File: config.mk
export PLATFORM = sky130hd
export DESIGN_NAME = vec_magnitude_iter
export DESIGN_NICKNAME = d
export VERILOG_FILES = /design/src/rtl/vec_mag_pkg.sv /design/src/rtl/vec_magnitude_iter_step.sv /design/src/rtl/vec_magnitude_iter.sv
export SDC_FILE = /design/constraint.sdc
export NUM_CORES = 1
export LEC_CHECK = 0
export CORE_MARGIN = 1.5
export CORE_UTILIZATION = 60
export DETAILED_ROUTE_END_ITERATION = 12
export MAX_ROUTING_LAYER = met4
export PLACE_DENSITY = 0.9
export SYNTH_ARGS = -nofsm -noshare
export SYNTH_HDL_FRONTEND = slang
export SYNTH_SLANG_ARGS = --single-unit
File: constraint.sdc
create_clock -name clk -period 7.3 [get_ports clk]
set_input_delay 1.46 -clock clk [delete_from_list [all_inputs] [get_ports clk]]
set_output_delay 1.46 -clock clk [all_outputs]
set_load 0.05 [all_outputs]
File: src/rtl/vec_mag_pkg.sv
// vec_magnitude_iter shared types and constants.
// State encoding, default component width and counter sizing.
package vec_mag_pkg;

  typedef enum logic [1:0] {
    IDLE,
    SQUARE,
    ITER,
    DONE
  } mag_state_t;

  localparam int DEF_IN_W = 8;

  function automatic int cnt_w(input int out_w);
    return (out_w > 2) ? $clog2(out_w) : 1;
  endfunction

endpackage

File: src/rtl/vec_magnitude_iter_step.sv
// mag_sqrt_step: one combinational restoring square-root iteration.
// Produces the next remainder and the root bit for index k.
module mag_sqrt_step #(
  parameter int SUM_W = 17,
  parameter int OUT_W = 9,
  parameter int CNT_W = 4
) (
  input  logic [SUM_W-1:0] rem,
  input  logic [OUT_W-1:0] root,
  input  logic [CNT_W-1:0] k,
  output logic [SUM_W-1:0] rem_next,
  output logic             root_bit
);

  logic [SUM_W-1:0] root_ext;
  logic [SUM_W-1:0] trial;
  int               kk;

  // trial = (2*root + 2^k) * 2^k, bounded below 2^SUM_W
  always_comb begin
    kk       = int'(k);
    root_ext = SUM_W'(root);
    trial    = (root_ext << (kk + 1))
             | (SUM_W'(1) << (2 * kk));
    root_bit = (rem >= trial);
    rem_next = root_bit ? (rem - trial) : rem;
  end

endmodule

File: src/rtl/vec_magnitude_iter.sv
// Iterative Euclidean magnitude, one root bit per cycle.
// Define VEC_MAG_ROUND_EN to round to nearest instead of floor.
module vec_magnitude_iter
  import vec_mag_pkg::*;
#(
  parameter int IN_W = DEF_IN_W
) (
  input  logic              clk,
  input  logic              rst_n,
  input  logic              en,
  input  logic              in_valid,
  output logic              in_ready,
  input  logic [IN_W-1:0]   in_x,
  input  logic [IN_W-1:0]   in_y,
  output logic              out_valid,
  input  logic              out_ready,
  output logic [IN_W:0]     out_mag,
  output logic              busy
);

  localparam int SUM_W = 2 * IN_W + 1;
  localparam int OUT_W = IN_W + 1;
  localparam int CNT_W = cnt_w(OUT_W);
  localparam logic [CNT_W-1:0] CNT_MAX = CNT_W'(OUT_W - 1);

  mag_state_t       state;
  mag_state_t       state_d;
  logic [IN_W-1:0]  x_q;
  logic [IN_W-1:0]  y_q;
  logic [SUM_W-1:0] sum;
  logic [SUM_W-1:0] rem;
  logic [OUT_W-1:0] root;
  logic [CNT_W-1:0] cnt;

  logic [SUM_W-1:0] sq;
  logic [SUM_W-1:0] rem_src;
  logic [SUM_W-1:0] rem_nx;
  logic             root_bit;
  logic [OUT_W-1:0] root_nx;
  logic [OUT_W-1:0] mag_fin;

  assign in_ready  = (state == IDLE);
  assign out_valid = (state == DONE);
  assign busy      = (state != IDLE);

  assign sq = SUM_W'(x_q) * SUM_W'(x_q)
            + SUM_W'(y_q) * SUM_W'(y_q);

  // first step works on the fresh sum, later steps on rem
  assign rem_src = (cnt == CNT_MAX) ? sum : rem;

  mag_sqrt_step #(
    .SUM_W (SUM_W),
    .OUT_W (OUT_W),
    .CNT_W (CNT_W)
  ) u_step (
    .rem      (rem_src),
    .root     (root),
    .k        (cnt),
    .rem_next (rem_nx),
    .root_bit (root_bit)
  );

  assign root_nx = root | (OUT_W'(root_bit) << cnt);

`ifdef VEC_MAG_ROUND_EN
  // rem = sum - root^2; rem > root means sqrt is above root + 0.5
  assign mag_fin = (rem_nx > SUM_W'(root_nx))
                 ? root_nx + OUT_W'(1)
                 : root_nx;
`else
  assign mag_fin = root_nx;
`endif

  always_ff @(posedge clk or negedge rst_n) begin
    if (!rst_n) begin
      state <= IDLE;
    end else if (en) begin
      state <= state_d;
    end
  end

  always_comb begin
    state_d = state;
    unique case (state)
      IDLE:   if (in_valid) state_d = SQUARE;
      SQUARE: state_d = ITER;
      ITER:   if (cnt == '0) state_d = DONE;
      DONE:   if (out_ready) state_d = IDLE;
      default: state_d = IDLE;
    endcase
  end

  always_ff @(posedge clk or negedge rst_n) begin
    if (!rst_n) begin
      x_q     <= '0;
      y_q     <= '0;
      sum     <= '0;
      rem     <= '0;
      root    <= '0;
      cnt     <= '0;
      out_mag <= '0;
    end else if (en) begin
      unique case (state)
        IDLE: begin
          if (in_valid) begin
            x_q <= in_x;
            y_q <= in_y;
          end
        end
        SQUARE: begin
          sum  <= sq;
          rem  <= '0;
          root <= '0;
          cnt  <= CNT_MAX;
        end
        ITER: begin
          rem  <= rem_nx;
          root <= root_nx;
          cnt  <= cnt - CNT_W'(1);
          if (cnt == '0) out_mag <= mag_fin;
        end
        DONE: begin
        end
        default: begin
        end
      endcase
    end
  end

endmodule

Word-level counts from Yosys, hierarchy flattened
Index checks and enable logic that the tools add are counted.
Storage, ports and cells
  flip-flop bits (word level): 74
  input port bits: 21
  output and inout port bits: 12
  logic and storage cells: 45
Cells by class
  add/subtract/negate cells: 4
  $mul: 2
  $lt $le $gt $ge: 1
  eq/ne operators: 7
  shifts and indexed selects: 3
  muxes and demuxes: 9
  bitwise gates (word level): 2
  reductions and logical operators: 9
Operator list (number)
  $mux 17: 2
  $pmux 17 s2: 1
  $mul 8x8->16: 2
  $shl 9x32->17: 1
  $pmux 9 s2: 1
  $add 16x16->17: 1
  $ge 17x17->1: 1
  $or 17x17->17: 1
  $shl 1x5->17 const A: 1
  $sub 17x17->17: 1
  $or 9x9->9: 1
  $shl 1x4->9: 1
  $pmux 2 s4: 1
  $pmux 4 s2: 1
  $mux 2: 3
  $reduce_and 3->1: 2
  $add 4x1->5 const B: 1
  $eq 2x2->1 const B: 2
  $eq 4x4->1 const B: 1
  $logic_not 4->1: 1
  $ne 2x2->1 const B: 2
  $reduce_and 2->1: 2
  $reduce_and 4->1: 1
  $reduce_bool 2->1: 2
  other kinds (4): 4

Depth between registers and ports, before layout
  depth after elaboration: 7
  mapped depth: 23
  depth with buffers taken out: 22

Modules after synthesis
From an unflattened synthesis, not the netlist that was laid out.
Unflattened totals
  cells, all modules: 940
  area, all modules: 8609.5 µm²
By module, submodules not included
  vec_magnitude_iter: times used 1, cells an instance 681, area an instance 6722.7 µm², seq. area each 1851.8 µm²
  mag_sqrt_step: times used 1, cells an instance 259, area an instance 1886.8 µm², seq. area each 0.0 µm²

Worst setup path after synthesis
Ideal clock, no wire load.
  kind: flip-flop to flip-flop
  from: reg x_q[4]
  to: reg sum[16]
  library setup time: 130 ps
  arrival: 5259 ps
  required time: 7170 ps
  setup slack: 1911 ps
  cell stages (with the launch flop): 20
  buffers on the path: 1
  clock period less this slack: 5389 ps
  cells stage by stage: dfrtp_1 clkbuf_1 nand2_1 fa_1 fa_1 inv_1 fa_1 fa_1 fa_1 inv_1 fa_1 inv_1 ha_1 o21a_1 o21ai_0 a21oi_1 o41ai_1 o21ai_1 xnor2_1 o21ai_1
On the way
  word-level cells in the longest chain between the ends: 2
Ends and longest elaborated chain
  from (decl): line vec_magnitude_iter.sv:28  | logic [IN_W-1:0] x_q;
  from (signal assigned): line vec_magnitude_iter.sv:107  | x_q <= in_x;
  $mul 8x8->16: line vec_magnitude_iter.sv:46  | assign sq = SUM_W'(x_q) * SUM_W'(x_q)
  $add 16x16->17: line vec_magnitude_iter.sv:47  | + SUM_W'(y_q) * SUM_W'(y_q);
  to (signal assigned): line vec_magnitude_iter.sv:112  | sum <= sq;
  to (decl): line vec_magnitude_iter.sv:30  | logic [SUM_W-1:0] sum;
Every way passes these cells.
A chain may end at the register's enable or synchronous reset.

Worst setup path in the final report
  from: reg x_q[0]
  to: reg sum[16]
The elaborated chain is that of the path after synthesis.

==> impl_metrics.ini <==
[outcome]
status = finished clean

[yosys]
synth-seq-cells = 74
muxShareOfSynthArea_pct = 8.416
syn_area_per_cell_sq_um = 9.271
ys_seq_area_share_pct = 22.65
synth_fp_nets = 1066
synthArstFlopShare_pct = 100.0
netlist_area_sq_um = 8177
netlist.area_leader.share_pct = 22.65
ys.flop_type = dfrtp_1
yosysMostFrequentCell = inv_1
synth_fa_ha_area_share_pct = 32.01
synth_xor_area_share_pct = 3.535
synth-simple-area-share_pct = 13.19
synth_commonest_cells = inv_1, nand2_1, ha_1, fa_1, dfrtp_1
synth-compound-area-share_pct = 12.43
netlist_instances = 882
yosys.area.top_type = dfrtp_1
synth_warnings = 0
synth_top_family_by_area = adder cells
ys_types = 56
synth_edf_count = 0
synth.area.top_cells = dfrtp_1, fa_1, ha_1

[placed_design]
hpwl_microns = 13480
finalWeightedCongestion = 0.9434
port_buffers = 32
place_ws_ns = 1.510

[clock_network]
cts.repair.resized = 0
insertion_delay_ns = 0.35
cts_setup_buffers = 0
cts_buffer_depth = 2
cts_buffers = 9
clk_pin_slew_ns = 0.07
clkSinkCount = 74
holdBufCountCts = 0
htreeDepth = 3
clockRootBuffer = clkbuf_16
cts_tree = done

[drt]
drc = 0
drt_iter0_drc = 545
wl_microns = 18460
drt-vias-per-instance = 5.990
dr_total_vias = 6421
dr.pass1.iters = 6
wl_per_cell_microns = 17.22
antenna_left = 0

[sta]
tns_ns = 0
clock_skew_ns = 0.005331
period_share_pct = 80.90
rsz0062_at_grt = false
fin_ws_ns = 1.394
relSlewSlack_pct = 33.28
worst_pin_slew_ns = 0.9937
setup_viol = 0
timing.hold.ws_ns = 0.4873
max_freq_mhz = 169.3
finalHoldViolCount = 0
layout_min_cycle_time_ns = 5.906
final-max-slew-violation-count = 0

[setup_path]
crit_path_frequent_cell = fa_1
crit_required_ns = 7.50
path_class = reg2reg
timing.rr.start = x_q[0]
crit_start = x_q[0]
r2r_end = sum[16]
crit_fanout = 10
crit_arrival_ns = 6.10
cp-start-kind = register
crit_end = sum[16]
slowest_stage = fa_1
worstRegToRegCells = 20
end_kind = register
crit_chain = nand2_1, inv_1, fa_1, inv_1, fa_1, inv_1, fa_1, fa_1, fa_1, inv_1, fa_1, inv_1, ha_1, o21a_1, o21ai_0, a21oi_1, o41ai_1, o21ai_1, xnor2_1, o21ai_1
worst-r2r-setup-slack_ns = 1.39
cpPeakStageDelay_ns = 0.56

[floorplan]
die_w_microns = 119.7
fp.dieArea_sq_um = 14340
std_cell_rows = 42
fp.dieH_microns = 119.7
start_util_pct = 61.50
io_pins = 33
coreArea_sq_um = 13300

[finish]
fillers = 923
area_growth_pct = 8.554
layout-drive-gt1-share_pct = 7.589
antennaDiodeCount = 0
regArea_sq_um = 1852
multi_input_area_sq_um = 5689
final_nets = 1075

[global_route]
grt_max_degree = 75
grt_overflow = 0
grt_pass1_vias = 6679
grt_first_pass_wirelength_microns = 31410
track_usage_pct = 27.92
antenna_found_initial = 0

[job]
max-cap-violations = 0

[min_path]
hp-class = reg2reg
## area by class of cell
| type | instances | share of cell area [%] |
|---|---|---|
| inverters | 128 | 5.413 |
| repair buffers | 33 | 3.665 |
| flip-flops and latches | 74 | 20.86 |
| clock buffers | 9 | 2.537 |
| multi-input cells | 645 | 64.10 |
| well taps | 176 | 2.481 |
| clock inverters | 7 | 0.9445 |
## sequential cells by signal (all words and copies together) (netlist names)
register and flops:
rem 17, sum 17, out_mag 9, root 9, x_q 8, y_q 8
cnt 4, state 2
## logic make-up after synthesis
group,Yosys count
AND/OR/NAND/NOR,230
buffers and inverters,163
adder cells (fa/ha/maj),163
AO/OA/AOI/OAI,156
flip-flops,74
multiplexers,63
XOR/XNOR,33
## critical path, delay by kind of cell, from the launching register on
family	cells	cell delay, ns
xor+xnor	1	0.19
compound gates	6	1.18
flops	1	0.50
buf+inv	5	0.28
fa+ha+maj	7	3.41
simple gates	1	0.16
## cells in the final DEF, fill, tap and decap left out, types with 18 or more instances in the layout
master,instances
nand3_1,22
nand2_1,94
and2_1,37
clkdlybuf4s50_1,31
nor2_1,38
inv_1,127
mux2_2,46
o21ai_0,33
dfrtp_1,74
ha_1,86
fa_1,77
a21oi_1,35
xor2_1,18
## through the flow
step | utilization, % | cell area (sq um) | std cells
global placement | 64.44 | 8567 | 1056
CTS | 66.76 | 8876 | 1072
finish | 66.76 | 8876 | 1072
global route | 66.76 | 8876 | 1072
floorplan | - | 8177 | 882
detailed placement | 64.44 | 8567 | 1056
## how the worst min path moves through the flow
stage | slack, ns | depth (start not counted) | from | to
floorplan | 0.45 | 2 | sum[10] | sum[10]
global placement | 0.46 | 2 | rem[9] | rem[9]
detailed placement | 0.47 | 2 | sum[10] | sum[10]
CTS | 0.49 | 2 | rem[6] | rem[6]
global route | 0.51 | 2 | rem[15] | rem[15]
finish | 0.49 | 2 | sum[13] | sum[13]
## routing by layer
metal	vias up	global-route usage (%)	wire length (microns)
met3	51	4.563	1003
li1	2972	-	-
met1	3137	35.71	7860
met2	261	45.65	9091
met5	-	-	0
met4	0	9.226	503
Power is left out: the tool's default activity adds up to more than one toggle a clock period on the data nets, which glitch-free logic cannot reach.
